File: src/rtl/trace_pkg.sv
// Shared constants and the instruction classifier for the retirement tracer.
package trace_pkg;

  typedef enum logic [3:0] {
    CLS_UNKNOWN = 4'd0,
    CLS_ADD     = 4'd1,
    CLS_SUB     = 4'd2,
    CLS_AND     = 4'd3,
    CLS_OR      = 4'd4,
    CLS_NOP     = 4'd5,
    CLS_SLL     = 4'd6,
    CLS_MULTU   = 4'd7,
    CLS_MFHI    = 4'd8,
    CLS_MFLO    = 4'd9,
    CLS_JR      = 4'd10,
    CLS_LW      = 4'd11,
    CLS_SW      = 4'd12,
    CLS_BEQ     = 4'd13,
    CLS_J       = 4'd14,
    CLS_ANDI    = 4'd15
  } trc_cls_e;

  localparam logic [5:0] OP_RTYPE = 6'd0;
  localparam logic [5:0] OP_J     = 6'd2;
  localparam logic [5:0] OP_BEQ   = 6'd4;
  localparam logic [5:0] OP_ANDI  = 6'd12;
  localparam logic [5:0] OP_LW    = 6'd35;
  localparam logic [5:0] OP_SW    = 6'd43;

  localparam logic [5:0] FN_SLL   = 6'd0;
  localparam logic [5:0] FN_JR    = 6'd8;
  localparam logic [5:0] FN_MFHI  = 6'd16;
  localparam logic [5:0] FN_MFLO  = 6'd18;
  localparam logic [5:0] FN_MULTU = 6'd25;
  localparam logic [5:0] FN_ADD   = 6'd32;
  localparam logic [5:0] FN_SUB   = 6'd34;
  localparam logic [5:0] FN_AND   = 6'd36;
  localparam logic [5:0] FN_OR    = 6'd37;

  localparam int CYC_W = 16;
  localparam int CLS_W = 4;
  localparam int PC_W  = 32;
  localparam int WD_W  = 32;
  localparam int REC_W = 84;

  localparam int WD_LSB  = 0;
  localparam int PC_LSB  = 32;
  localparam int CLS_LSB = 64;
  localparam int CYC_LSB = 68;

  function automatic trc_cls_e trc_classify(input logic [31:0] instr);
    trc_cls_e cls;
    cls = CLS_UNKNOWN;
    // The all-zero word is sll $0,$0,0; it is reported as NOP, not SLL.
    if (instr == 32'h0) begin
      cls = CLS_NOP;
    end else begin
      case (instr[31:26])
        OP_RTYPE: begin
          case (instr[5:0])
            FN_ADD:   cls = CLS_ADD;
            FN_SUB:   cls = CLS_SUB;
            FN_AND:   cls = CLS_AND;
            FN_OR:    cls = CLS_OR;
            FN_SLL:   cls = CLS_SLL;
            FN_MULTU: cls = CLS_MULTU;
            FN_MFHI:  cls = CLS_MFHI;
            FN_MFLO:  cls = CLS_MFLO;
            FN_JR:    cls = CLS_JR;
            default:  cls = CLS_UNKNOWN;
          endcase
        end
        OP_LW:   cls = CLS_LW;
        OP_SW:   cls = CLS_SW;
        OP_BEQ:  cls = CLS_BEQ;
        OP_J:    cls = CLS_J;
        OP_ANDI: cls = CLS_ANDI;
        default: cls = CLS_UNKNOWN;
      endcase
    end
    return cls;
  endfunction

endpackage

File: src/rtl/pipeline_trace_unit_if.sv
// Retire bus plus trace read port of the tracer; slave is the tracer side.
interface pipeline_trace_unit_if;
  import trace_pkg::*;

  logic              retire_valid;
  logic [31:0]       retire_pc;
  logic [31:0]       retire_instr;
  logic [31:0]       retire_wd;

  logic              trc_valid;
  logic              trc_ready;
  logic [REC_W-1:0]  trc_data;

  logic              overflow;
  logic [7:0]        drop_cnt;
  logic              halt;

  modport master (
    output retire_valid, retire_pc, retire_instr, retire_wd, trc_ready,
    input  trc_valid, trc_data, overflow, drop_cnt, halt
  );

  modport slave (
    input  retire_valid, retire_pc, retire_instr, retire_wd, trc_ready,
    output trc_valid, trc_data, overflow, drop_cnt, halt
  );

endinterface

File: src/rtl/trace_fifo.sv
// Synchronous FIFO with count-based full/empty and a registered head that reads 0 when empty.
module trace_fifo #(
  parameter int WIDTH = 84,
  parameter int DEPTH = 16
) (
  input  logic             clk,
  input  logic             rst,
  input  logic             push,
  input  logic [WIDTH-1:0] push_data,
  input  logic             pop,
  output logic [WIDTH-1:0] head,
  output logic             empty,
  output logic             full
);

  localparam int PTR_W = $clog2(DEPTH);
  localparam int CNT_W = PTR_W + 1;

  logic [WIDTH-1:0] mem_q [DEPTH];
  logic [PTR_W-1:0] rd_ptr_q, rd_ptr_d;
  logic [PTR_W-1:0] wr_ptr_q, wr_ptr_d;
  logic [CNT_W-1:0] count_q, count_d;
  logic [WIDTH-1:0] head_q, head_d;
  logic             do_push, do_pop;

  assign empty   = (count_q == '0);
  assign full    = (count_q == CNT_W'(DEPTH));
  assign do_pop  = pop && !empty;
  // A full FIFO still accepts a push when the head leaves on the same edge.
  assign do_push = push && (!full || do_pop);
  assign head    = head_q;

  always_comb begin
    // NOTE: every variable gets a default before any branch so no path leaves it unassigned and no latch is inferred.
    rd_ptr_d = rd_ptr_q;
    wr_ptr_d = wr_ptr_q;
    count_d  = count_q;
    head_d   = head_q;

    if (do_push) wr_ptr_d = wr_ptr_q + PTR_W'(1);
    if (do_pop)  rd_ptr_d = rd_ptr_q + PTR_W'(1);

    case ({do_push, do_pop})
      2'b10:   count_d = count_q + CNT_W'(1);
      2'b01:   count_d = count_q - CNT_W'(1);
      default: count_d = count_q;
    endcase

    // Head is preloaded so the read port comes straight from a register.
    if (count_d == '0) begin
      head_d = '0;
    end else if (do_pop) begin
      head_d = (count_q == CNT_W'(1)) ? push_data : mem_q[rd_ptr_d];
    end else if (empty && do_push) begin
      head_d = push_data;
    end
  end

  always_ff @(posedge clk or posedge rst) begin
    // NOTE: sequential state uses non-blocking assignment so every flop samples pre-edge values.
    if (rst) begin
      rd_ptr_q <= '0;
      wr_ptr_q <= '0;
      count_q  <= '0;
      head_q   <= '0;
    end else begin
      rd_ptr_q <= rd_ptr_d;
      wr_ptr_q <= wr_ptr_d;
      count_q  <= count_d;
      head_q   <= head_d;
    end
  end

  // NOTE: the storage array has no reset; stale entries are never visible because count and head_q gate the output.
  always_ff @(posedge clk) begin
    if (do_push) mem_q[wr_ptr_q] <= push_data;
  end

endmodule

File: src/rtl/pipeline_trace_unit.sv
// Retirement tracer: classifies retired instructions, stamps them with a cycle count and queues them for a host.
// Define TRACE_WD_EN to store and emit the register write data in trc_data[31:0].
module pipeline_trace_unit
  import trace_pkg::*;
#(
  parameter int DEPTH      = 16,
  parameter int STOP_CYCLE = 200
) (
  input logic                 clk,
  input logic                 rst,
  pipeline_trace_unit_if.slave bus
);

  localparam logic [CYC_W-1:0] STOP_C  = CYC_W'(STOP_CYCLE);
  localparam bit               HALT_EN = (STOP_CYCLE != 0);

`ifdef TRACE_WD_EN
  localparam int STORE_LSB = WD_LSB;
`else
  localparam int STORE_LSB = PC_LSB;
`endif
  localparam int STORE_W = REC_W - STORE_LSB;

  logic [CYC_W-1:0]   cyc_q, cyc_d;
  logic               halt_q, halt_d;
  logic               overflow_q, overflow_d;
  logic [7:0]         drop_cnt_q, drop_cnt_d;

  trc_cls_e           cls;
  logic               capture, pop, drop;
  logic               fifo_empty, fifo_full;
  logic [REC_W-1:0]   rec;
  logic [STORE_W-1:0] store_in, store_out;

  assign cls     = trc_classify(bus.retire_instr);
  assign capture = bus.retire_valid && !halt_q;
  assign pop     = bus.trc_ready && !fifo_empty;
  assign drop    = capture && fifo_full && !pop;

  always_comb begin
    rec = '0;
    rec[CYC_LSB +: CYC_W] = cyc_q;
    rec[CLS_LSB +: CLS_W] = cls;
    rec[PC_LSB  +: PC_W]  = bus.retire_pc;
    rec[WD_LSB  +: WD_W]  = bus.retire_wd;
  end

  assign store_in = rec[REC_W-1:STORE_LSB];

  always_comb begin
    cyc_d      = cyc_q;
    halt_d     = halt_q;
    overflow_d = overflow_q;
    drop_cnt_d = drop_cnt_q;

    // The counter freezes once halted; halt rises on the edge cyc reaches the budget.
    if (!halt_q) begin
      cyc_d = cyc_q + CYC_W'(1);
      if (HALT_EN && (cyc_d == STOP_C)) halt_d = 1'b1;
    end

    if (drop) begin
      overflow_d = 1'b1;
      if (drop_cnt_q != 8'hFF) drop_cnt_d = drop_cnt_q + 8'd1;
    end
  end

  always_ff @(posedge clk or posedge rst) begin
    if (rst) begin
      cyc_q      <= '0;
      halt_q     <= 1'b0;
      overflow_q <= 1'b0;
      drop_cnt_q <= '0;
    end else begin
      cyc_q      <= cyc_d;
      halt_q     <= halt_d;
      overflow_q <= overflow_d;
      drop_cnt_q <= drop_cnt_d;
    end
  end

  trace_fifo #(
    .WIDTH (STORE_W),
    .DEPTH (DEPTH)
  ) u_fifo (
    .clk       (clk),
    .rst       (rst),
    .push      (capture),
    .push_data (store_in),
    .pop       (pop),
    .head      (store_out),
    .empty     (fifo_empty),
    .full      (fifo_full)
  );

`ifdef TRACE_WD_EN
  assign bus.trc_data = store_out;
`else
  logic [STORE_LSB-1:0] unused_wd_bits;
  assign unused_wd_bits = rec[STORE_LSB-1:0];
  assign bus.trc_data   = {store_out, {WD_W{1'b0}}};
`endif

  assign bus.trc_valid = !fifo_empty;
  assign bus.overflow  = overflow_q;
  assign bus.drop_cnt  = drop_cnt_q;
  assign bus.halt      = halt_q;

endmodule

File: src/flat_wrapper.sv
// flat-port wrapper written by rule: the top's interface ports become plain ports
module pipeline_trace_unit_flat import trace_pkg::*;
#(
  parameter int DEPTH      = 16,
  parameter int STOP_CYCLE = 200
)
  (clk, rst, bus_retire_valid, bus_retire_pc, bus_retire_instr, bus_retire_wd, bus_trc_ready, bus_trc_valid, bus_trc_data, bus_overflow, bus_drop_cnt, bus_halt);
  pipeline_trace_unit_if bus_i ();
  input logic clk;
  input logic rst;
  input wire logic [$bits(bus_i.retire_valid)-1:0] bus_retire_valid;
  input wire logic [$bits(bus_i.retire_pc)-1:0] bus_retire_pc;
  input wire logic [$bits(bus_i.retire_instr)-1:0] bus_retire_instr;
  input wire logic [$bits(bus_i.retire_wd)-1:0] bus_retire_wd;
  input wire logic [$bits(bus_i.trc_ready)-1:0] bus_trc_ready;
  output wire logic [$bits(bus_i.trc_valid)-1:0] bus_trc_valid;
  output wire logic [$bits(bus_i.trc_data)-1:0] bus_trc_data;
  output wire logic [$bits(bus_i.overflow)-1:0] bus_overflow;
  output wire logic [$bits(bus_i.drop_cnt)-1:0] bus_drop_cnt;
  output wire logic [$bits(bus_i.halt)-1:0] bus_halt;
  assign bus_i.retire_valid = bus_retire_valid;
  assign bus_i.retire_pc = bus_retire_pc;
  assign bus_i.retire_instr = bus_retire_instr;
  assign bus_i.retire_wd = bus_retire_wd;
  assign bus_i.trc_ready = bus_trc_ready;
  assign bus_trc_valid = bus_i.trc_valid;
  assign bus_trc_data = bus_i.trc_data;
  assign bus_overflow = bus_i.overflow;
  assign bus_drop_cnt = bus_i.drop_cnt;
  assign bus_halt = bus_i.halt;
  pipeline_trace_unit #(.DEPTH(DEPTH), .STOP_CYCLE(STOP_CYCLE)) u_core (.clk(clk), .rst(rst), .bus(bus_i));
endmodule
File: config.mk
export PLATFORM = sky130hd
export DESIGN_NAME = pipeline_trace_unit_flat
export DESIGN_NICKNAME = d
export VERILOG_FILES = /design/src/rtl/trace_pkg.sv /design/src/rtl/pipeline_trace_unit_if.sv /design/src/rtl/trace_fifo.sv /design/src/rtl/pipeline_trace_unit.sv /design/src/flat_wrapper.sv
export SDC_FILE = /design/constraint.sdc
export NUM_CORES = 1
export LEC_CHECK = 0
export CAP_MARGIN = 40
export CORE_MARGIN = 10
export CORE_UTILIZATION = 35
export DETAILED_ROUTE_END_ITERATION = 6
export SYNTH_ARGS = -nofsm -noshare
export SYNTH_HDL_FRONTEND = slang
export SYNTH_HIERARCHICAL = 1
export SYNTH_SLANG_ARGS = --single-unit
File: constraint.sdc
create_clock -name clk -period 11.4 [get_ports clk]
set_input_delay 1.14 -clock clk [delete_from_list [all_inputs] [get_ports clk]]
set_output_delay 1.14 -clock clk [all_outputs]
set_load 0.05 [all_outputs]
==> insert_results.sql <==
INSERT INTO impl_metrics (metric_group, metric, value, unit) VALUES
('setup_path', 'crit_required', '11.99', 'ns'),
('clocking', 'worstSkewPairLatency', '0.70', 'ns'),
('synth', 'postSynthAreaPerCell', '14.9', 'um^2'),
('synth', 'synth_sequential_area_ratio', '68.2', '%'),
('setup_path', 'slowest_delay', '0.80', 'ns'),
('synth', 'post-synth-top-area-cell', 'sky130_fd_sc_hd__edfxtp_1', ''),
('timing', 'grt_setup_unrepaired', 'false', ''),
('route', 'drt-vias-per-instance', '6.14', ''),
('route', 'first_pass_iters', '5', ''),
('setup_path', 'reg2reg_from', 'u_core/u_fifo/count_q[0]', ''),
('cells_and_area', 'post_layout_nonfiller_instances', '4330', ''),
('cells_and_area', 'area.growth.synth_to_final', '16.5', '%'),
('grt', 'number_of_antenna_violations_at_the_first_check_in_global_routing', '1', ''),
('setup_path', 'worstPathArrival', '6.45', 'ns'),
('place', 'buffers_on_ports', '130', ''),
('synth', 'synth_top_area_share', '62.5', '%'),
('clocking', 'post_cts_resize_count', '0', ''),
('synth', 'synth_seq_cells', '923', ''),
('job', 'cap_violations', '0', ''),
('min_path', 'holdPathEnd', 'u_core/bus.overflow', ''),
('cells_and_area', 'stdcell_area', '46600', 'um^2'),
('clocking', 'hold_buffers', '0', ''),
('place', 'dp.final_hpwl', '65.4', 'mm'),
('setup_path', 'crit_path_top_delay_cell', 'sky130_fd_sc_hd__buf_4', ''),
('grt', 'pin_count_of_the_biggest_net_entering_global_routing', '138', ''),
('synth', 'dominantRegCellSynth', 'sky130_fd_sc_hd__edfxtp_1', ''),
('setup_path', 'worstSetupPathType', 'reg -> reg', ''),
('synth', 'count_of_flip_flops_with_a_built_in_enable_after_synthesis', '832', ''),
('outcome', 'status', 'complete, no violations', ''),
('synth', 'ys_warn_count', '6', ''),
('timing', 'relSlewSlack', '18.2', '%'),
('setup_path', 'end_kind', 'flip-flop', ''),
('timing', 'finalWorstPathRequiredPeriod', '5.86', 'ns'),
('setup_path', 'timing.reg2reg.setup_slack', '5.54', 'ns'),
('synth', 'yosys-top-cells-area', 'sky130_fd_sc_hd__edfxtp_1 62%, sky130_fd_sc_hd__dfrtp_1 5.7%, sky130_fd_sc_hd__o221ai_1 4.8%', ''),
('timing', 'setup_viol_count_final', '0', ''),
('setup_path', 'r2r-end', 'u_core/u_fifo/head[32]', ''),
('place', 'gp_congestion', '0.764', ''),
('die', 'chipWidth', '358', 'um'),
('setup_path', 'path_cells', 'inv_1, ha_1, or4b_4, clkinv_2, nand2b_1, inv_1, a21o_4, buf_16, o21a_4, buf_4, buf_4, nor2_1, a2111oi_0, nor4_1, o22ai_1', ''),
('route', 'ant_nets', '0', ''),
('min_path', 'hp-start', 'u_core/bus.overflow', ''),
('clocking', 'post-cts-setup-buffer-count', '0', ''),
('synth', 'syn-instance-count', '2675', ''),
('die', 'floorplan.io_pins', '195', ''),
('setup_path', 'reg2regPathDepth', '15', ''),
('route', 'detailed_route_wire_length', '123', 'mm'),
('power_and_ir_drop', 'pwr_density_cell', '277', 'nW/um^2'),
('grt', 'groute.usage.overall', '18.5', '%'),
('timing', 'fin_worst_skew', '0.0640', 'ns'),
('setup_path', 'start_kind', 'flip-flop', ''),
('route', 'initialDrtViolationCount', '2611', ''),
('timing', 'fin_ws', '5.54', 'ns'),
('cells_and_area', 'layout.filler_cells', '10200', ''),
('clocking', 'htreeDepth', '3', ''),
('clocking', 'numClockSinks', '923', ''),
('place', 'detailed_place.area', '43300', 'um^2'),
('power_and_ir_drop', 'power.ir.vdd_worst', '483', 'uV'),
('timing', 'timing.setup.tns', '0', 'ns'),
('synth', 'syn_area', '40000', 'um^2'),
('place', 'dp_cells', '4149', ''),
('route', 'drc', '0', ''),
('timing', 'max_freq', '171', 'MHz'),
('die', 'core_region_area', '113000', 'um^2'),
('timing', 'worst-slew-pin-transition', '1.23', 'ns'),
('setup_path', 'critical_path_peak_fanout', '53', ''),
('timing', 'min_period_over_period', '51.4', '%'),
('timing', 'final_max_slew_viol_count', '0', ''),
('min_path', 'holdCritPathClass', 'reg -> reg', ''),
('cells_and_area', 'share_of_layout_cells_above_drive_strength_1', '13.4', '%'),
('die', 'floorplan.die.height', '358', 'um');
[logic make-up (layout without fill, tap and decap cells)]
| kind of cell | count (synthesis) | after routing | share of synthesized area (%) |
|---|---|---|---|
| flip-flops | 923 | 923 | 68.2 |
| multiplexers | 167 | 167 | 6.15 |
| AND/OR/NAND/NOR | 402 | 402 | 5.19 |
| other | 1 | 32 | 0.00938 |
| AO/OA/AOI/OAI | 843 | 843 | 15.9 |
| buffers and inverters | 293 | 417 | 3.49 |
| adder cells (fa/ha/maj) | 11 | 11 | 0.344 |
| XOR/XNOR | 35 | 35 | 0.767 |
[stage by stage]
step / hold slack [ns] / util, %
floorplan: 0.502 / -
global placement: 0.474 / 37.8
detailed placement: 0.480 / 38.3
CTS: 0.493 / 41.2
global route: 0.507 / 41.2
finish: 0.483 / 41.2
[cells in the mapped netlist (50+ instances only)]
master / n
sky130_fd_sc_hd__mux4_2: 61
sky130_fd_sc_hd__buf_2: 68
sky130_fd_sc_hd__a2111oi_0: 72
sky130_fd_sc_hd__nor4_1: 55
sky130_fd_sc_hd__nor2_1: 102
sky130_fd_sc_hd__nand2_1: 62
sky130_fd_sc_hd__a211oi_1: 50
sky130_fd_sc_hd__mux2i_1: 88
sky130_fd_sc_hd__o221ai_1: 219
sky130_fd_sc_hd__nor2b_1: 63
sky130_fd_sc_hd__a21oi_1: 76
sky130_fd_sc_hd__dfrtp_1: 91
sky130_fd_sc_hd__a22oi_1: 53
sky130_fd_sc_hd__o22ai_1: 203
sky130_fd_sc_hd__clkbuf_1: 141
sky130_fd_sc_hd__edfxtp_1: 832
[worst max-delay path by stage]
stage / startpoint / to / slack [ns] / cells past startpoint
after CTS: u_core/u_fifo/count_q[0] / u_core/u_fifo/head[32] / 5.58 / 15
after floorplan: u_core/u_fifo/count_q[0] / u_core/u_fifo/mem_q[3][0] / 5.31 / 11
after global routing: u_core/u_fifo/count_q[0] / u_core/u_fifo/head[32] / 5.26 / 15
after detailed placement: u_core/u_fifo/count_q[0] / u_core/u_fifo/head[32] / 5.61 / 15
final: u_core/u_fifo/count_q[0] / u_core/u_fifo/head[32] / 5.54 / 15
after global placement: u_core/u_fifo/count_q[0] / u_core/u_fifo/head[34] / 5.49 / 14
[cell type report]
type,count,area [um^2],share of cell area [%]
clock buffer,129,2600,5.57
clock inverter,52,701,1.50
inverter,21,85.1,0.183
multi-input combinational,1490,11700,25.1
sequential,923,27300,58.5
tap,1500,1880,4.03
timing repair buffer,215,2340,5.03
[layer usage]
metal | routed length [um] | GRT usage (%) | up-vias
li1 | - | - | 11300
met1 | 49600 | 23.8 | 13800
met2 | 59800 | 31.3 | 1231
met3 | 9500 | 2.99 | 242
met4 | 4010 | 7.04 | 2
met5 | 13 | 0 | -
[worst max-delay path, delay by kind of cell (launching register included)]
family | cells | cell delay (ns)
buffers and inverters | 6 | 2.55
AND/OR/NAND/NOR | 4 | 0.83
adder cells (fa/ha/maj) | 1 | 0.27
flip-flops | 1 | 0.48
AO/OA/AOI/OAI | 4 | 1.62
[state kept, by name, indices dropped and copies added (netlist names)]
register,flops
u_core/bus.drop_cnt,8
u_core/bus.halt,1
u_core/bus.overflow,1
u_core/cyc_q,16
u_core/u_fifo/count_q,5
u_core/u_fifo/head,52
u_core/u_fifo/mem_q,832
u_core/u_fifo/rd_ptr_q,4
u_core/u_fifo/wr_ptr_q,4
[power breakdown]
group          switching [mW]  internal [mW]
Clock                    1.34           1.91
Sequential              0.262           4.11
Combinational            3.48           1.79
Total                    5.09           7.81
[placed cells by master (no fill, tap or decap), types with 13 or more instances in the layout]
cell / count
sky130_fd_sc_hd__a2111oi_0: 72
sky130_fd_sc_hd__a211oi_1: 50
sky130_fd_sc_hd__a21o_1: 23
sky130_fd_sc_hd__a21oi_1: 76
sky130_fd_sc_hd__a22oi_1: 53
sky130_fd_sc_hd__buf_16: 15
sky130_fd_sc_hd__buf_4: 61
sky130_fd_sc_hd__bufinv_16: 13
sky130_fd_sc_hd__clkbuf_1: 26
sky130_fd_sc_hd__clkbuf_16: 96
sky130_fd_sc_hd__clkdlybuf4s50_1: 130
sky130_fd_sc_hd__clkinv_1: 16
sky130_fd_sc_hd__clkinv_2: 13
sky130_fd_sc_hd__conb_1: 32
sky130_fd_sc_hd__dfrtp_1: 89
sky130_fd_sc_hd__edfxtp_1: 832
sky130_fd_sc_hd__inv_1: 18
sky130_fd_sc_hd__mux2_2: 18
sky130_fd_sc_hd__mux2i_1: 88
sky130_fd_sc_hd__mux4_2: 61
sky130_fd_sc_hd__nand2_1: 59
sky130_fd_sc_hd__nand3_1: 32
sky130_fd_sc_hd__nor2_1: 89
sky130_fd_sc_hd__nor2_4: 13
sky130_fd_sc_hd__nor2b_1: 62
sky130_fd_sc_hd__nor3_1: 37
sky130_fd_sc_hd__nor4_1: 55
sky130_fd_sc_hd__o21ai_0: 40
sky130_fd_sc_hd__o221a_2: 27
sky130_fd_sc_hd__o221ai_1: 219
sky130_fd_sc_hd__o22ai_1: 202
sky130_fd_sc_hd__xnor2_1: 26
Note: power is estimated with default switching activity, not from simulation.
==> patch 1, RTL diff (same flow settings) <==
Reset style: synchronous (`rst`), changed in 2 clocked blocks.
--- a/src/rtl/trace_fifo.sv
+++ b/src/rtl/trace_fifo.sv
@@ -56,7 +56,7 @@
     end
   end
 
-  always_ff @(posedge clk or posedge rst) begin
+  always_ff @(posedge clk) begin
     // NOTE: sequential state uses non-blocking assignment so every flop samples pre-edge values.
     if (rst) begin
       rd_ptr_q <= '0;
--- a/src/rtl/pipeline_trace_unit.sv
+++ b/src/rtl/pipeline_trace_unit.sv
@@ -65,7 +65,7 @@
     end
   end
 
-  always_ff @(posedge clk or posedge rst) begin
+  always_ff @(posedge clk) begin
     if (rst) begin
       cyc_q      <= '0;
       halt_q     <= 1'b0;
Behaviour: differs if rst is asserted again (counterexample within 4 cycles, from zero or initial values and one cycle with rst high); with rst held inactive, the same outputs for 4 cycles.
==> patch 1 against the original RTL <==
Sequential cell count did not move. Routed wire length fell by 0.14%. Non-clock buffer count rose by 2. Sequential share of layout area fell by 5.7 points. Clock skew fell by 0.027 ns. Synthesized area rose by 10%. Power fell by 20%. First-iteration DRC count fell by 0.84%. Design area rose by 9.0%. Clock power fell by 5%. Setup slack got worse by 0.58 ns. Count of clock-buffer cells in the layout did not move.
==> patch 1: results (changes against the original RTL) <==
| Metric | Value |
|---|---|
| Adder-Cell Fraction of Synth Area | `0.336% (was 0.344%)` |
| Largest stage delay, worst path | `0.58 ns (was 0.80 ns)` |
| Post-CTS setup buffers | `0 (unchanged)` |
| Commonest cells in the netlist | `832 x edfxtp_1, 407 x mux4_2, 332 x nand2_1, 119 x clkbuf_1, 118 x a21oi_1 (was 832 x edfxtp_1, 219 x o221ai_1, 203 x o22ai_1, 141 x clkbuf_1, 102 x nor2_1)` |
| CP max stage cell | `or4b_1 (was buf_4)` |
| Largest Register | `u_core/u_fifo/mem_q (unchanged)` |
| CTS max path bufs | `3 (unchanged)` |
| DRT iter0 DRCs | `2589 (was 2611)` |
| Compound-Gate Fraction of Synth Area | `7.25% (was 15.9%)` |
| RD Place Congestion | `0.741 (was 0.764)` |
| Inst Count DP | `4397 (was 4149)` |
| All-Layer GR Usage | `17.0% (was 18.5%)` |
| Hold Slack | `0.531 ns (was 0.483 ns)` |
| Synth area leaders | `edfxtp_1 57%, mux4_2 21%, dfxtp_1 4.1% (was edfxtp_1 62%, dfrtp_1 5.7%, o221ai_1 4.8%)` |
| Static leakage | `0.0163 µW (was 0.0147 µW)` |
| Status | `complete, no violations (unchanged)` |
| Dpl cell area | `47600 µm² (was 43300 µm²)` |
| Sequential fraction of the synthesis area | `60.9% (was 68.2%)` |
| Cell Int Power | `6940 µW (was 7810 µW)` |
| Clk_lat worst skew | `0.70 ns (about the same)` |
| TritonCTS Buffers | `98 (was 96)` |
| Clock root cell | `clkbuf_16 (unchanged)` |
| DRT Pass-1 Iters | `6 (was 5)` |
| Vias | `26800 (was 26600)` |
| Final Net Count | `2958 (was 2858)` |
| Syn Inst Count | `2742 (was 2675)` |
| Post-DP HPWL | `67100 µm (was 65400 µm)` |
| Number of flip-flops in the largest register | `832 (unchanged)` |
| Worst-margin pin slew | `0.939 ns (was 1.23 ns)` |
| Mux share of post-synthesis cell area | `21.1% (was 6.15%)` |
| Synth async-reset ratio | `0% (was 9.86%)` |
| Fmax | `155 MHz (was 171 MHz)` |
| Final non-filler cell total | `4583 (was 4330)` |
| Share of cells above drive strength 1 | `23.5% (was 13.4%)` |
| Initial antenna violation count | `4 (was 1)` |
| Post-DR wirelength/cell | `26.8 µm (was 28.4 µm)` |
| Peak supply drop | `150 µV (was 483 µV)` |
| Largest net degree at the start of global routing | `139 (was 138)` |
| Vias in the first global route | `26700 (was 26400)` |
| First-pass GRT wire length | `180000 µm (was 178000 µm)` |
| Clock skew | `0.0369 ns (was 0.0640 ns)` |
| Htree depth | `3 (unchanged)` |
| Reg2reg setup slack | `4.95 ns (was 5.54 ns)` |
| Xor/xnor share of the synthesized area | `0.597% (was 0.767%)` |
| Synth cell types | `79 (was 75)` |
[patch 1: cell types whose count changed in the layout (fill, tap and decap cells not counted), sizes merged, moves of 91 or more]
cell,before,now
dfxtp,0,91
o221ai,219,0
nand2,63,333
mux4,61,407
o22ai,203,55
dfrtp,91,0
[patch 1: cell families after synthesis]
kind of cell,count (synthesis)
fa+ha+maj,12
xor+xnor,30
flops,923
compound gates,429
simple gates,621
buf+inv,308
other cells,1
mux,418
[patch 1: routing by layer]
metal,track usage [%],vias up,share of wire (%),routed length (µm)
met5,0,-,0.022,27
met4,4.73,4,2.6,3200
met3,3.24,223,7.8,9560
met2,28.6,1090,49,60200
met1,22.3,14100,41,49800
li1,-,11400,-,-
[patch 1: worst reg2reg max path, delay by kind of cell (launching register included)]
| kind | cells | cell delay (ns) |
|---|---|---|
| compound gates | 4 | 1.30 |
| fa+ha+maj | 1 | 0.32 |
| buf+inv | 8 | 2.77 |
| flops | 1 | 0.51 |
| simple gates | 3 | 1.43 |
[patch 1: path summary, 6_finish.rpt]
kind,depth (start not counted),start,end
max,16,u_core/u_fifo/count_q[1],u_core/u_fifo/head[15]
min,2,u_core/bus.overflow,u_core/bus.overflow
max reg2reg,16,u_core/u_fifo/count_q[1],u_core/u_fifo/head[15]
min reg2reg,2,u_core/bus.overflow,u_core/bus.overflow
[patch 1: final cells by class]
class	count	area, µm²
antenna	1	2.50
clock buffer	129	2630
clock inverter	56	500
fill	11200	74500
inverter	65	249
multi-input combinational	1542	16200
sequential	923	26800
tap	1650	2060
timing repair buffer	217	2340
[patch 1: power by group through the flow]
stage                     Combinational (µW)  Clock, µW  Sequential, µW
final                                   3340       3100            3930
after global routing                    3550       3300            3950
after CTS                               3350       3160            3940
after detailed placement                3340          0            4010
after global placement                  3270          0            4010
after floorplan                         2240          0            4120
==> patch 2, RTL diff (config.mk and constraints unchanged) <==
Made on the original files. `STOP_CYCLE` is set to 200 in 2 places; all go to 128.
--- a/src/rtl/pipeline_trace_unit.sv
+++ b/src/rtl/pipeline_trace_unit.sv
@@ -4,7 +4,7 @@
   import trace_pkg::*;
 #(
   parameter int DEPTH      = 16,
-  parameter int STOP_CYCLE = 200
+  parameter int STOP_CYCLE = 128
 ) (
   input logic                 clk,
   input logic                 rst,
--- a/src/flat_wrapper.sv
+++ b/src/flat_wrapper.sv
@@ -2,7 +2,7 @@
 module pipeline_trace_unit_flat import trace_pkg::*;
 #(
   parameter int DEPTH      = 16,
-  parameter int STOP_CYCLE = 200
+  parameter int STOP_CYCLE = 128
 )
   (clk, rst, bus_retire_valid, bus_retire_pc, bus_retire_instr, bus_retire_wd, bus_trc_ready, bus_trc_valid, bus_trc_data, bus_overflow, bus_drop_cnt, bus_halt);
   pipeline_trace_unit_if bus_i ();
Check against the original RTL: no difference found for any inputs over 4 cycles, from zero or initial values and one cycle with rst high; that may be too few to reach the edited logic, so the function may still have changed.
==> patch 2 against the original RTL <==
Design area barely moved. Hold slack got worse by 0.0077 ns. First-iteration DRC count rose by 5.7%. Die area rose by 0.27%. Global-route usage fell by 0.090 points. Cell count rose by 0.55%. Sequential cell count did not move. Power fell by 0.63%. Setup slack improved by 0.49 ns. Non-clock buffer count rose by 1. Synthesized area rose by 0.29%. Sequential power barely moved. Routed wire length barely moved. Critical path type unchanged. Largest cell class unchanged.
==> patch 2: results (changes against the original RTL) <==
| Metric | Value |
|---|---|
| Max Fanout on Critical Path | `55 (was 53)` |
| Vias | `26700 (was 26600)` |
| Cell Int Power | `7750 µW (was 7810 µW)` |
| Synth cell types | `78 (was 75)` |
| First-pass GRT wire length | `178000 µm (about the same)` |
| Peak supply drop | `222 µV (was 483 µV)` |
| Fraction of area in multi-input gates | `25.3% (was 25.1%)` |
| RD Place Congestion | `0.760 (was 0.764)` |
| Largest stage delay, worst path | `0.77 ns (was 0.80 ns)` |
| Status | `complete, no violations (unchanged)` |
| Non-Filler Cell Area, Final | `46600 µm² (about the same)` |
| Largest net degree at the start of global routing | `98 (was 138)` |
| Seq_cells | `923 (unchanged)` |
| Slew headroom | `35.9% (was 18.2%)` |
| Post-DR wirelength/cell | `28.2 µm (was 28.4 µm)` |
| Synth area leaders | `edfxtp_1 62%, dfrtp_1 5.7%, o221ai_1 4.8% (unchanged)` |
| Static leakage | `0.0147 µW (about the same)` |
| Dpl cell area | `43400 µm² (was 43300 µm²)` |
| Data buffer area share | `5.12% (was 5.03%)` |
| Inst Count DP | `4170 (was 4149)` |
| Sequential fraction of the synthesis area | `68.0% (was 68.2%)` |
| Multi-In Gates | `1495 (was 1490)` |
| All-Layer GR Usage | `18.5% (about the same)` |
| Crit path DAT | `5.94 ns (was 6.45 ns)` |
| Fill cells | `10300 (was 10200)` |
| Pre-CTS WS | `6.19 ns (was 5.61 ns)` |
| Syn Inst Count | `2684 (was 2675)` |
| Inverters | `24 (was 21)` |
| DRT iter0 DRCs | `2761 (was 2611)` |
| Post-DP HPWL | `65300 µm (was 65400 µm)` |
| Final clock-cell share | `6.80% (was 7.08%)` |
| Layout clock buffer count | `131 (was 129)` |
| TritonCTS Buffers | `98 (was 96)` |
| Commonest cells in the netlist | `832 x edfxtp_1, 219 x o221ai_1, 202 x o22ai_1, 138 x clkbuf_1, 105 x nor2_1 (was 832 x edfxtp_1, 219 x o221ai_1, 203 x o22ai_1, 141 x clkbuf_1, 102 x nor2_1)` |
[patch 2: cell count changes in the layout (fill, tap and decap cells not counted), moves of 6 or more]
cell        delta
clkinvlp_4     +7
clkinv_2      +12
clkinv_1       -8
bufinv_16      -7
nand2_1        -6
[patch 2: cell families (layout without fill, tap and decap cells)]
family,count (synthesis),in the layout,share of synthesized area (%)
other cells,1,33,0.00935
compound gates,844,844,15.9
flops,923,923,68.0
fa+ha+maj,12,12,0.374
buf+inv,297,423,3.58
xor+xnor,36,36,0.786
simple gates,402,402,5.22
mux,169,169,6.18
[patch 2: power groups by stage]
stage	logic [µW]	clock network [µW]	registers (µW)
2_1_floorplan	3170	0	4650
3_3_place_gp	5010	0	4430
3_5_place_dp	5250	0	4440
4_1_cts	5270	3190	4380
5_1_grt	5600	3330	4420
6_report	5290	3150	4380
[patch 2: metal layers]
metal	GRT usage [%]	vias up	part of all wire (%)
met5	0	-	0
met2	30.1	1222	47
li1	-	11300	-
met1	25.0	13900	42
met4	5.70	0	2.7
met3	3.06	251	8.4
[patch 2: path summary, 6_finish.rpt]
check	from	end	slack, ns	cells after the start
setup / recovery	u_core/u_fifo/rd_ptr_q[0]	u_core/u_fifo/head[4]	6.03	11
hold / removal	u_core/bus.overflow	u_core/bus.overflow	0.48	1
setup reg to reg	u_core/u_fifo/rd_ptr_q[0]	u_core/u_fifo/head[4]	6.03	11
hold reg to reg	u_core/bus.overflow	u_core/bus.overflow	0.48	1
max in group asynchronous	rst	u_core/u_fifo/rd_ptr_q[0]	9.26	3
min in group asynchronous	rst	u_core/bus.overflow	0.85	2
